### config.mk
export PLATFORM = sky130hd
export DESIGN_NAME = branch_info_queue
export DESIGN_NICKNAME = d
export VERILOG_FILES = /design/src/rtl/branch_info_queue_pkg.sv /design/src/rtl/branch_info_queue.sv
export SDC_FILE = /design/constraint.sdc
export NUM_CORES = 1
export LEC_CHECK = 0
export BUFFER_PORTS_ARGS = -buffer_cell sky130_fd_sc_hd__buf_2
export CORE_UTILIZATION = 30
export CTS_BUF_LIST = sky130_fd_sc_hd__clkbuf_8
export CTS_CLUSTER_SIZE = 8
export DETAILED_ROUTE_END_ITERATION = 12
export HOLD_SLACK_MARGIN = 0.05
export PLACE_DENSITY = 0.45
export SLEW_MARGIN = 10
export SYNTH_ARGS = -nofsm -noshare
export SYNTH_HDL_FRONTEND = slang
export SYNTH_SLANG_ARGS = --single-unit
export TNS_END_PERCENT = 10
### constraint.sdc
create_clock -name clk -period 5.45 [get_ports clk]
set_input_delay 0.545 -clock clk [delete_from_list [all_inputs] [get_ports clk]]
set_output_delay 0.545 -clock clk [all_outputs]
set_load 0.05 [all_outputs]
### src/rtl/branch_info_queue_pkg.sv
// Shared branch predictor types: counter encoding and queue entry layout.
// Imported by the branch info queue and predictor-side logic.
package branch_info_queue_pkg;

  localparam int PC_W = 10;

  typedef logic [1:0] ctr_t;

  localparam ctr_t STRONG_NT = 2'b00;
  localparam ctr_t WEAK_NT   = 2'b01;
  localparam ctr_t WEAK_T    = 2'b10;
  localparam ctr_t STRONG_T  = 2'b11;

  typedef struct packed {
    logic [PC_W-1:0] pc;
    ctr_t            ctr;
    logic            taken;
    logic            resolved;
  } bq_entry_t;

endpackage

### src/rtl/branch_info_queue.sv
// In-order in-flight branch queue: alloc at predict, resolve at execute,
// retire head into predictor update ports; flags mispredicts, supports squash.
// Ports: Alloc* (enqueue), Resolve* (outcome), Flush* (squash younger),
// CommitedBranchPC/BranchTaken/BranchCounter/CounterUpdate (retire), Count.
module branch_info_queue #(
  parameter int DEPTH = 8,
  parameter int PC_W  = 10,
  parameter int TAG_W = $clog2(DEPTH)
) (
  input  logic                       clk,
  input  logic                       rstn,
  input  logic                       AllocValid,
  input  logic [PC_W-1:0]            AllocPC,
  input  logic [1:0]                 AllocCounter,
  output logic                       AllocReady,
  output logic [TAG_W-1:0]           AllocTag,
  input  logic                       ResolveValid,
  input  logic [TAG_W-1:0]           ResolveTag,
  input  logic                       ResolveTaken,
  output logic                       Mispredict,
  output logic [TAG_W-1:0]           MispredictTag,
  input  logic                       FlushValid,
  input  logic [TAG_W-1:0]           FlushTag,
  output logic [PC_W-1:0]            CommitedBranchPC,
  output logic                       BranchTaken,
  output logic [1:0]                 BranchCounter,
  output logic                       CounterUpdate,
  output logic [$clog2(DEPTH+1)-1:0] Count
);

  import branch_info_queue_pkg::*;

  logic [PC_W-1:0] pc_q       [DEPTH];
  ctr_t            ctr_q      [DEPTH];
  logic            taken_q    [DEPTH];
  logic            resolved_q [DEPTH];

  logic [TAG_W:0]   head, tail, cnt, tail_f;
  logic [TAG_W-1:0] hidx, tidx;
  logic             flush_hit, res_ok, accept, has;

  // Age of a tag relative to the head, modulo DEPTH.
  function automatic logic [TAG_W-1:0] tag_off(
    input logic [TAG_W-1:0] tag,
    input logic [TAG_W:0]   h
  );
    return tag - h[TAG_W-1:0];
  endfunction

  function automatic logic occupied(
    input logic [TAG_W-1:0] tag,
    input logic [TAG_W:0]   h,
    input logic [TAG_W:0]   t
  );
    logic [TAG_W:0] n;
    n = t - h;
    return {1'b0, tag_off(tag, h)} < n;
  endfunction

  assign hidx = head[TAG_W-1:0];
  assign tidx = tail[TAG_W-1:0];
  assign cnt  = tail - head;
  assign has  = (cnt != '0);

  assign flush_hit = FlushValid & occupied(FlushTag, head, tail);

  // Flush keeps everything up to and including FlushTag.
  assign tail_f = flush_hit
                ? head + {1'b0, tag_off(FlushTag, head)} + (TAG_W+1)'(1)
                : tail;

  // Resolve is judged against the post-flush tail so squashed
  // entries cannot be resolved in the flush cycle.
  assign res_ok = ResolveValid
                & occupied(ResolveTag, head, tail_f)
                & ~resolved_q[ResolveTag];

  assign AllocReady = (cnt < (TAG_W+1)'(DEPTH)) & ~FlushValid;
  assign accept     = AllocValid & AllocReady;
  assign AllocTag   = tidx;

  assign CounterUpdate    = has & resolved_q[hidx];
  assign CommitedBranchPC = has ? pc_q[hidx]    : '0;
  assign BranchCounter    = has ? ctr_q[hidx]   : '0;
  assign BranchTaken      = has ? taken_q[hidx] : 1'b0;
  assign Count            = cnt;

  always_ff @(posedge clk or negedge rstn) begin
    if (!rstn) begin
      head          <= '0;
      tail          <= '0;
      Mispredict    <= 1'b0;
      MispredictTag <= '0;
      for (int i = 0; i < DEPTH; i++) resolved_q[i] <= 1'b0;
    end else begin
      if (CounterUpdate) begin
        head             <= head + (TAG_W+1)'(1);
        resolved_q[hidx] <= 1'b0;
      end
      if (accept) begin
        tail             <= tail + (TAG_W+1)'(1);
        resolved_q[tidx] <= 1'b0;
      end else begin
        tail <= tail_f;
      end
      if (res_ok) begin
        resolved_q[ResolveTag] <= 1'b1;
        MispredictTag          <= ResolveTag;
      end
      Mispredict <= res_ok & (ResolveTaken != ctr_q[ResolveTag][1]);
    end
  end

  // Payload needs no reset: it is only visible through occupied slots.
  always_ff @(posedge clk) begin
    if (accept) begin
      pc_q[tidx]    <= AllocPC;
      ctr_q[tidx]   <= AllocCounter;
      taken_q[tidx] <= 1'b0;
    end
    if (res_ok) taken_q[ResolveTag] <= ResolveTaken;
  end

endmodule

==> summary.md <==
| Metric | Value |
|---|---|
| Run status | completed |
| Tmin final | 4940 ps |
| Residual DRC count | 0 |
| 1st-pass router iterations | 4 |
| ANT cells | 0 |
| Slew margin rel. | 0.266 |
| Final HPWL DP | 9590 um |
| First-pass GRT wire length | 23000 um |
| Clock Latency Late Sink | 430 ps |
| Post-cts resize count | 0 |
| Crit path kind | register to register |
| Cell area after synthesis | 5960 um2 |
| Row count | 51 |
| Crit path DAT | 5260 ps |
| Starting DRT DRC Count | 261 |
| Period utilization | 0.906 |
| Crit-path max cell delay | 520 ps |
| Vias in the first global route | 3851 |
| P&R area growth vs syn | 16.9% |
| Worst path most repeated cell | ha_1 |
| Fin. Hold Viols | 0 |
| CTS Buf Count | 17 |
| CTS tree | built |
| Post-CTS setup repair buffer count | 0 |
| Fmax | 203 MHz |
| TNS Setup | 0 ps |
| CP cell instances | inv_1 -> ha_1 -> inv_1 -> fa_1 -> inv_1 -> ha_1 -> o21ai_0 -> a21oi_1 -> nor2_1 -> o21ai_1 -> mux2i_1 -> ha_1 -> fa_1 -> ha_1 -> a21o_1 -> a21oi_1 -> o211ai_4 -> buf_4 -> mux2_4 |
| Synth Register Bits | 124 |
| Routability congestion estimate | 0.824 |
| # IOs | 50 |
| Layout Skew | 9.80 ps |
| Post-synth ARST share | 0.161 |
| Final Setup Violations | 0 |
| GRT Total Usage | 0.157 |
| Share of cells above drive strength 1 | 0.300 |
| Ys Warns | 0 |
| Gate Count Post-Synth | 402 |
| DIE AREA | 20400 um2 |
| Post-synth EDFFs | 104 |
| Syn Area/Cell | 14.8 um2 |
| CP max-delay cell | o211ai_4 |
| Via count | 3612 |
| Clock buffer depth | 2 |
| Routed WL | 14800 um |
| Clock Root Buffer | clkbuf_8 |
| # hold bufs at CTS | 0 |
| Post-synth top area share | 0.524 |
| Final Max Tran Viols | 0 |
| Post-DR wirelength/cell | 20.0 um |
| Yosys top cell by area | edfxtp_1 |
| Die Height | 143 um |
| Startpoint types | register |
| Vias per cell | 4.87 |
| Clock Sinks | 124 |
| Nets | 508 |
| Worst endpoint required time | 5770 ps |
| Type of destination of the critical path | register |
| HP Class | input pin to asynchronous set/reset pin |
| # H-tree levels | 4 |
| Max-Cap Viols | 0 |
| Clock transition at path regs | 80 ps |
| Top FF cell, synth | edfxtp_1 |
| Tightest Pin Transition | 1100 ps |
| Max Fanout on Critical Path | 20 |
| Buffers added on ports | 49 |
| Post-synthesis net count | 447 |
| Remaining antenna violation count | 0 |
| Largest net degree at the start of global routing | 29 |
| Largest cells by area after synthesis | edfxtp_1, mux4_2, dfrtp_1, ha_1, mux2_2 |
| Number of library cell types mapped by synthesis | 53 |
| RSZ-0062 raised after global routing | no |
| Initial antenna violation count | 0 |
| Core area | 19500 um2 |
| Initial cell density of the core | 0.306 |
| GR Overflow Total | 0 |
| Register area share after synthesis | 0.608 |
| Die width | 143 um |
## layer usage
layer	GRT usage	vias up	share of wire
li1	-	1678	-
met4	0.0498	0	0.0077
met2	0.262	106	0.49
met1	0.204	1818	0.45
met5	0	-	0
met3	0.0329	10	0.052
## cell type report
class | instances | area (um2)
Clock buffer | 17 | 234
Clock inverter | 15 | 173
Fill cell | 1899 | 12500
Inverter | 25 | 93.8
Multi-Input combinational cell | 231 | 2150
Sequential cell | 124 | 3620
Tap cell | 265 | 332
Timing Repair Buffer | 64 | 358
## logic make-up (layout without fill, tap and decap cells)
| family | count (synthesis) | in the layout | share of synthesized area |
|---|---|---|---|
| and+or+nand+nor | 79 | 79 | 0.0670 |
| AOI/OAI and AO/OA | 69 | 69 | 0.0814 |
| xor gates and xnor gates | 15 | 15 | 0.0248 |
| buffers and inverters | 47 | 121 | 0.0342 |
| DFF | 124 | 124 | 0.608 |
| adders and majority gates | 21 | 21 | 0.0504 |
| muxes | 47 | 47 | 0.134 |
## path summary, 6_finish.rpt
kind / from / to / slack [ps] / cells after the start
hold / removal: rstn / MispredictTag[2] / 70 / 1
setup reg to reg: tail[0] / MispredictTag[2] / 510 / 19
setup / recovery: tail[0] / MispredictTag[2] / 510 / 19
max in group asynchronous: rstn / head[0] / 5000 / 1
min in group clk: AllocPC[6] / pc_q[2][6] / 370 / 1
hold reg to reg: MispredictTag[0] / MispredictTag[0] / 510 / 1
## state kept, by name, indices dropped and copies added, names as in the netlist
signal         cells
resolved_q         8
pc_q              80
tail               4
ctr_q             16
taken_q            8
head               4
MispredictTag      3
Mispredict         1
## per-stage QoR
step	worst slack [ps]	hold WS, ps	cell area, um2	cells	util
6_report	513	68.7	6970	741	0.358
5_1_grt	178	70.2	6970	741	0.358
4_1_cts	513	60.7	6970	741	0.358
3_5_place_dp	394	501	6560	709	0.337
3_3_place_gp	422	497	6560	709	0.337
2_1_floorplan	170	249	5960	402	-
## Yosys cell counts, types with 6 or more instances
| master | instances |
|---|---|
| nor2b_1 | 6 |
| mux2_2 | 12 |
| edfxtp_1 | 104 |
| a21oi_1 | 16 |
| nor2_1 | 13 |
| o31ai_1 | 7 |
| dfrtp_1 | 20 |
| nand2_1 | 31 |
| xnor2_1 | 9 |
| mux4_2 | 24 |
| inv_1 | 24 |
| ha_1 | 16 |
| mux2i_1 | 8 |
| clkbuf_1 | 13 |
| o21ai_0 | 8 |
## layout by cell type (no fill, tap or decap), types with 3 or more instances in the layout
cell	n
xnor2_1	9
nand2_1	31
bufinv_16	3
mux2_4	3
mux2i_1	8
nor4_1	4
inv_1	25
edfxtp_1	104
ha_1	16
buf_4	15
o32ai_1	3
fa_1	5
mux2_2	12
o21bai_1	3
buf_2	49
a2111oi_0	4
nor2b_1	6
clkinvlp_4	3
mux4_2	24
o211ai_1	4
o21ai_0	8
o31ai_1	7
nand2b_1	4
clkbuf_8	17
nor2_1	13
o22ai_1	5
clkinv_1	3
a21oi_1	16
a211oi_1	5
or3_1	3
inv_6	3
dfrtp_1	19
xor2_1	5
nor3_1	3
## critical path, delay by kind of cell (launching register included)
family / cells / cell delay, ps
adder cells (fa/ha/maj): 6 / 1900
AO/OA/AOI/OAI: 6 / 1330
multiplexers: 2 / 590
buffers and inverters: 4 / 550
flip-flops: 1 / 380
AND/OR/NAND/NOR: 1 / 80
Power is not shown: default switching activity piles up to over one toggle a cycle in this logic, so the estimate is an artifact.
